### config.mk
export PLATFORM = sky130hd
export DESIGN_NAME = serial_parity_rx
export DESIGN_NICKNAME = d
export VERILOG_FILES = /design/src/rtl/serial_parity_rx.sv
export SDC_FILE = /design/constraint.sdc
export NUM_CORES = 1
export LEC_CHECK = 0
export ABC_AREA = 1
export BUFFER_PORTS_ARGS = -buffer_cell sky130_fd_sc_hd__buf_4
export CELL_PAD_IN_SITES_DETAIL_PLACEMENT = 1
export CELL_PAD_IN_SITES_GLOBAL_PLACEMENT = 2
export CORE_MARGIN = 4
export CORE_UTILIZATION = 31
export CTS_CLUSTER_SIZE = 8
export DETAILED_ROUTE_END_ITERATION = 16
export PLACE_DENSITY_LB_ADDON = 0.25
export SYNTH_ARGS = -nofsm -noshare
export SYNTH_HDL_FRONTEND = slang
export SYNTH_SLANG_ARGS = --single-unit
### constraint.sdc
create_clock -name clk -period 1.44 [get_ports clk]
set_input_delay 0.072 -clock clk [delete_from_list [all_inputs] [get_ports clk]]
set_output_delay 0.072 -clock clk [all_outputs]
set_load 0.01 [all_outputs]
### src/rtl/serial_parity_rx.sv
// Serial frame receiver: start(0), DATA_W data bits LSB first, parity, stop(1).
// Rebuilds the word, checks parity and stop bit, and keeps a saturating error count.
module serial_parity_rx #(
    parameter int DATA_W     = 8,
    parameter bit PARITY_ODD = 1'b0,
    parameter int ERRCNT_W   = 4
) (
    input  logic                clk,
    input  logic                rst,
    input  logic                sin,
    input  logic                sin_valid,
    input  logic                clr_errcnt,
    output logic [DATA_W-1:0]   dout,
    output logic                dout_valid,
    output logic                parity_err,
    output logic                frame_err,
    output logic                busy,
    output logic [ERRCNT_W-1:0] err_count
);

    localparam int CNT_W = $clog2(DATA_W);
    localparam logic [CNT_W-1:0] LAST_BIT = CNT_W'(DATA_W - 1);

    typedef enum logic [1:0] {IDLE, DATA, PARITY, STOP} state_t;

    state_t             state, state_nxt;
    logic [DATA_W-1:0]  shreg;
    logic [CNT_W-1:0]   cnt;
    logic               pbit;

    function automatic logic [ERRCNT_W-1:0] sat_inc(input logic [ERRCNT_W-1:0] v);
        return (&v) ? v : v + ERRCNT_W'(1);
    endfunction

    function automatic logic parity_bad(input logic [DATA_W-1:0] d, input logic p);
        return (^d ^ p) != PARITY_ODD;
    endfunction

    always_ff @(posedge clk) begin
        if (rst) state <= IDLE;
        else     state <= state_nxt;
    end

    always_comb begin
        state_nxt = state;
        if (sin_valid) begin
            case (state)
                IDLE:    if (!sin) state_nxt = DATA;
                DATA:    if (cnt == LAST_BIT) state_nxt = PARITY;
                PARITY:  state_nxt = STOP;
                STOP:    state_nxt = IDLE;
                default: state_nxt = IDLE;
            endcase
        end
    end

    always_ff @(posedge clk) begin
        if (rst) begin
            shreg      <= '0;
            cnt        <= '0;
            pbit       <= 1'b0;
            dout       <= '0;
            dout_valid <= 1'b0;
            parity_err <= 1'b0;
            frame_err  <= 1'b0;
            busy       <= 1'b0;
            err_count  <= '0;
        end else begin
            dout_valid <= sin_valid && (state == STOP);
            busy       <= (state_nxt != IDLE);
            if (sin_valid) begin
                case (state)
                    IDLE: cnt <= '0;
                    DATA: begin
                        shreg <= {sin, shreg[DATA_W-1:1]};
                        cnt   <= (cnt == LAST_BIT) ? '0 : cnt + CNT_W'(1);
                    end
                    PARITY: pbit <= sin;
                    STOP: begin
                        dout       <= shreg;
                        parity_err <= parity_bad(shreg, pbit);
                        frame_err  <= ~sin;
                    end
                    default: ;
                endcase
            end
            // Error flags are already registered when dout_valid is high, so count here.
            if (clr_errcnt)
                err_count <= '0;
            else if (dout_valid && (parity_err || frame_err))
                err_count <= sat_inc(err_count);
        end
    end

endmodule

==> flow_summary.ini, run 1 <==
[floorplan]
fp.dieH_um = 73.2
die-width_um = 73.2
initial_core_util_pct = 32.5
dieArea_um2 = 5360
core_area_um2 = 4060
ios = 21
fp-row-count = 23

[worst_setup_path]
crit_chain = ha_1, nand2_1, o21bai_4, o21ai_0, nor3b_1
cp.depth = 5
r2r_cells = 5
crit_fanout = 7
critPathBufInv = 0
r2r_slack_ns = 0.20
worstSetupStartpoint = err_count[0]$_SDFFE_PP0P_
path_class = reg2reg
cp.arrival_ns = 1.40
crit_path_end = err_count[3]$_SDFFE_PP0P_
cp_top_family = flip-flops
cp_slowest_cell = dfxtp_1
end_kind = flip-flop
slowest_delay_ns = 0.39
start_kind = flip-flop
r2r_start = err_count[0]$_SDFFE_PP0P_
reg2reg_to = err_count[3]$_SDFFE_PP0P_
critPathRequiredTime_ns = 1.60

[logic_synthesis]
syn_area_per_cell_um2 = 7.62
synth_edf_count = 0
synthMuxAreaShare_pct = 0
synthArstFlopShare_pct = 0
yosysSeqAreaShare_pct = 45.5
synth_cell_types = 24
yosysWarnings = 0
yosys.area_share.simple_pct = 26.1
postSynthCellCount = 173
syn_nets = 181
synth_ff_type = dfxtp_1
synth_xor_area_share_pct = 0
synth_compound_area_share_pct = 17.8
netlist_area_um2 = 1320
postSynthRegisterBits = 30
synth_fa_ha_area_share_pct = 2.85
synth_top_family_by_area = simple AND/OR/NAND/NOR gates

[power_and_ir_drop]
p_switching_mw = 0.405
seq_power_share_pct = 48.3
p_per_area_nw_per_um2 = 1090
p_clk_share_pct = 43.9
p_leak_nw = 0.710
finalPower_mw = 1.78
intPower_mw = 1.38
comb_power_share_pct = 7.7
switching_share_pct = 22.7
irDropWorstVdd_mv = 0.526

[cts]
cts_buffer_depth = 2
clkLatencyLatePin_ns = 0.27
cts_resized = 0
path_clk_slew_ns = 0.06
root_buffer = clkbuf_8
cts_setup_buffers = 0
cts_tree = built
cts-buffers-inserted = 5
htreeDepth = 2
ctsHoldBuffers = 0
cts.sinks = 30

[route]
wirelength_um = 2990
vias = 1178
dr.pass1.iters = 4
vias_per_cell = 4.69
drt-initial-drc-count = 38
detail-route-antenna-nets = 0
post_drt_wl_per_cell_um = 11.9
drcViolationCount = 0

[timing]
fin_crit_sh_pct = 86.0
rsz0062_at_grt = false
fin_ws_ns = 0.201
finalCriticalPeriod_ns = 1.24
relSlewSlack_pct = 84.6
fmaxAchievable_mhz = 807
fin_skew_ns = 0.00615
finalSetupTns_ns = 0
worstMarginPinSlew_ns = 0.230
setup_viol_count_final = 0
slew_violations = 0
finalHoldViolations = 0

[place]
place_congestion = 0.718
dp_hpwl_um = 2320
port_buffers = 20
place_ws_ns = 0.195

[layout]
layout_commonest_cell = nand2_1
diodes = 0
syn2layout_area_growth_pct = 24.2
layout.nets = 208
multiInputGateArea_um2 = 617
regArea_um2 = 601
layout_common_cells = nand2_1, dfxtp_1, buf_4, inv_1, a21oi_1
nFillCells = 523
layout-drive-gt1-share_pct = 25.4

[global_routing]
antenna_found_initial = 0
grt-ovfl-total = 0
grt_use_met1_pct = 14.3
busiest_layer = met2
grt_util_met3_pct = 3.31
grt_max_degree = 17
grt.total_usage_pct = 11.9
grt_pass1_vias = 1152
grt_pass1_wl_um = 4940
gr-usage-met2_pct = 20.4

[min_path]
min_path_type = in2reg
hold_depth = 2

[flow_run]
drv_cap = 0

[status]
outcome = completed
## worst reg2reg max path, stage by stage, from the launching register on
cell      delay, ns
dfxtp_1        0.39
ha_1           0.21
nand2_1        0.10
o21bai_4       0.19
o21ai_0        0.10
nor3b_1        0.14
## cell families (layout without fill, tap and decap cells)
logic type | after synthesis | after routing
AND/OR/NAND/NOR | 77 | 77
AO/OA/AOI/OAI | 38 | 38
flip-flops | 30 | 30
buffers and inverters | 25 | 53
adder cells (fa/ha/maj) | 3 | 3
## area by class of cell
type,count,share of cell area (%)
inverters,24,5.50
clock buffers,8,6.72
repair buffers,21,9.63
multi-input cells,118,37.7
flip-flops and latches,30,36.7
well taps,50,3.82
## cell usage after synthesis (2+ instances only)
library cell  number  share of area [%]
nand2_1           52                 15
dfxtp_1           30                 46
inv_1             18                5.1
a21oi_1           12                4.6
o21ai_0           10                3.8
nor2_1             7                2.0
inv_2              6                1.7
nand3_1            6                2.3
o21ai_1            6                2.3
o21ai_2            4                2.7
a21oi_2            3                2.0
ha_1               3                2.8
nand2_2            3                1.4
nor2_4             2                1.7
nor3_1             2               0.76
## sequential cells by signal (all words and copies together), names as in the netlist
name / flops
cnt: 3
pbit: 1
dout_valid: 1
busy: 1
parity_err: 1
err_count: 4
dout: 8
shreg: 8
frame_err: 1
state: 2
## worst min path at each step
stage,end,slack (ns),start
after floorplan,cnt[2]$_SDFFE_PP0P_,0.13,rst
after global placement,frame_err$_SDFFE_PP0P_,0.32,sin
after detailed placement,shreg[7]$_SDFFE_PP0P_,0.32,rst
after CTS,shreg[7]$_SDFFE_PP0P_,0.03,rst
after global routing,shreg[7]$_SDFFE_PP0P_,0.03,rst
final,shreg[7]$_SDFFE_PP0P_,0.03,rst
## power groups by stage
stage | Combinational, mW | Sequential, mW | Clock (mW)
2_1_floorplan | 0.0971 | 0.878 | 0
3_3_place_gp | 0.137 | 0.879 | 0
3_5_place_dp | 0.141 | 0.880 | 0
4_1_cts | 0.142 | 0.861 | 0.813
5_1_grt | 0.162 | 0.864 | 0.839
6_report | 0.138 | 0.862 | 0.783
## metrics by stage
| step | utilization, % | instances | cell area [um^2] | hold slack [ns] |
|---|---|---|---|---|
| 2_1_floorplan | - | 173 | 1320 | 0.134 |
| 3_3_place_gp | 37.7 | 243 | 1530 | 0.321 |
| 3_5_place_dp | 37.7 | 243 | 1530 | 0.324 |
| 4_1_cts | 40.4 | 251 | 1640 | 0.0301 |
| 5_1_grt | 40.4 | 251 | 1640 | 0.0289 |
| 6_report | 40.4 | 251 | 1640 | 0.0349 |
## per-layer routing
layer | share of wire, % | vias to the layer above
met4 | 0.43 | 0
met2 | 50 | 20
met5 | 0 | -
met1 | 46 | 548
met3 | 3.9 | 2
li1 | - | 608
Power figures use the tool's default switching activity.
==> run 2, diff against run 1 <==
- CORE_ASPECT_RATIO: default -> 1.4
- clock period: 1.44 -> 1.2 ns (I/O delays scaled with it)
==> run 2 against run 1 <==
Compared with the run above: combinational power rose by 62%; critical path depth rose by 3; final area rose by 13%; sequential share of layout area fell by 3.2 points; wire length rose by 16%; largest power group unchanged; flip-flop and latch count did not move; clock-buffer cell count fell by 2; maximum frequency rose by 4.6%; global-route usage rose by 1.6 points; hold slack got worse by 0.021 ns; clock power rose by 2%; critical path type unchanged; clock skew fell by 0.00077 ns.
==> flow_summary.ini, run 2 (synthesized netlist as in run 1, its figures left out) <==
[status]
outcome = completed

[route]
drt-initial-drc-count = 34
vias_per_cell = 4.84
post_drt_wl_per_cell_um = 13.4
vias = 1253
drcViolationCount = 0
dr.pass1.iters = 4
wirelength_um = 3480
detail-route-antenna-nets = 0

[worst_setup_path]
end_kind = flip-flop
r2r_slack_ns = 0.02
crit_path_frequent_cell = inv_4
crit_chain = inv_4, nand2_4, nor2_4, buf_6, inv_4, nor3_4, a21oi_2, nor2_1
critPathRequiredTime_ns = 1.41
cp.arrival_ns = 1.39
path_class = reg2reg
reg2reg_to = cnt[0]$_SDFFE_PP0P_
crit_fanout = 3
worstSetupStartpoint = state[1]$_SDFF_PP0_
r2r_cells = 8
slowest_delay_ns = 0.33
r2r_start = state[1]$_SDFF_PP0_
crit_path_end = cnt[0]$_SDFFE_PP0P_
cp_slowest_cell = dfxtp_2
start_kind = flip-flop

[place]
port_buffers = 20
placed_cell_area_um2 = 1550
dp_hpwl_um = 2420
place_congestion = 0.740
dp.cells = 239
place_ws_ns = -0.0257

[min_path]
min_path_type = in2reg
hold_depth = 2

[timing]
relSlewSlack_pct = 85.8
worstMarginPinSlew_ns = 0.213
fmaxAchievable_mhz = 844
slew_violations = 0
fin_ws_ns = 0.0152
fin_crit_sh_pct = 98.7
finalCriticalPeriod_ns = 1.18
fin_skew_ns = 0.00539
finalHoldViolations = 0
rsz0062_at_grt = true
setup_viol_count_final = 0

[cts]
cts_buffer_depth = 2
cts_tree = built
root_buffer = clkbuf_8
cts.sinks = 30
clkLatencyLatePin_ns = 0.28
cts-buffers-inserted = 5
ctsHoldBuffers = 0
path_clk_slew_ns = 0.06
htreeDepth = 2

[flow_run]
drv_cap = 0

[layout]
diodes = 0
layout-drive-gt1-share_pct = 45.8
syn2layout_area_growth_pct = 39.9
final_area_um2 = 1850
largestRegisters = dout: 8 flops, shreg: 8 flops, err_count: 4 flops
final_cells = 259
layout_commonest_cell = nand2_1
layout_common_cells = nand2_1, buf_4, dfxtp_1, dfxtp_2
layout.nets = 225
utilization_pct = 45.9

[power_and_ir_drop]
switching_share_pct = 24.4
p_clk_share_pct = 38.7
seq_power_share_pct = 50.5
finalPower_mw = 2.06
irDropWorstVdd_mv = 0.513
intPower_mw = 1.56
p_per_area_nw_per_um2 = 1120
comb_power_share_pct = 10.8
p_switching_mw = 0.503
p_leak_nw = 0.782

[global_routing]
grt.total_usage_pct = 13.5
antenna_found_initial = 0
grt-ovfl-total = 0
grt_pass1_wl_um = 5730
grt_pass1_vias = 1278
grt_max_degree = 15

[floorplan]
dieArea_um2 = 5380
fp-row-count = 27
die-width_um = 63.1
initial_core_util_pct = 32.8
ios = 21
fp.dieH_um = 85.2
core_area_um2 = 4020
## run 2: cell count changes in the layout (fill, tap and decap cells not counted), moves of 5 or more
cell,delta
buf_4,+14
dfxtp_1,-13
dfxtp_2,+13
inv_1,-8
inv_2,+5
## run 2: worst min-delay path by stage
stage               startpoint                      to
floorplan                  rst     cnt[2]$_SDFFE_PP0P_
global placement           rst     cnt[2]$_SDFFE_PP0P_
detailed placement         rst     cnt[2]$_SDFFE_PP0P_
CTS                        rst     cnt[2]$_SDFFE_PP0P_
global route               rst   shreg[7]$_SDFFE_PP0P_
finish                     sin  frame_err$_SDFFE_PP0P_
## run 2: routing by layer
layer  wire length [um]  up-vias  track usage [%]
met3                128        7             4.24
met5                  0        -                0
li1                   -      640                -
met1               1350      587             13.7
met2               1940       19             24.7
met4                 61        0             6.83
## run 2: cell type report
cell class	instances	area [um^2]
fillers	497	2170
multi-input cells	118	689
flip-flops and latches	30	617
repair buffers	38	305
inverters	24	97.6
clock buffers	6	82.6
well taps	43	53.8
## run 2: power groups by stage
stage	clock network, mW	logic, mW	registers, mW
after floorplan	0	0.117	1.05
after global placement	0	0.170	1.05
after detailed placement	0	0.178	1.06
after CTS	0.829	0.180	1.03
after global routing	0.890	0.253	1.04
final	0.796	0.223	1.04
## run 2: timing repair
| action | in CTS | in global routing |
|---|---|---|
| buffers inserted | 0 | 14 |
| pin swaps | 0 | 11 |
| resized for setup | 2 | 43 |
| setup endpoints to repair | 2 | 24 |
## run 2: critical path: cells and delay by family, from the launching register on
family | cells | cell delay (ns)
AO/OA/AOI/OAI | 1 | 0.05
buffers and inverters | 3 | 0.25
AND/OR/NAND/NOR | 4 | 0.49
flip-flops | 1 | 0.33
## run 2: stage by stage
| step | setup TNS [ns] | hold slack, ns |
|---|---|---|
| 3_3_place_gp | 0 | 0.308 |
| 5_1_grt | -0.132 | 0.00889 |
| 2_1_floorplan | 0 | 0.122 |
| 3_5_place_dp | -0.0368 | 0.305 |
| 4_1_cts | 0 | 0.00740 |
| 6_report | 0 | 0.0140 |
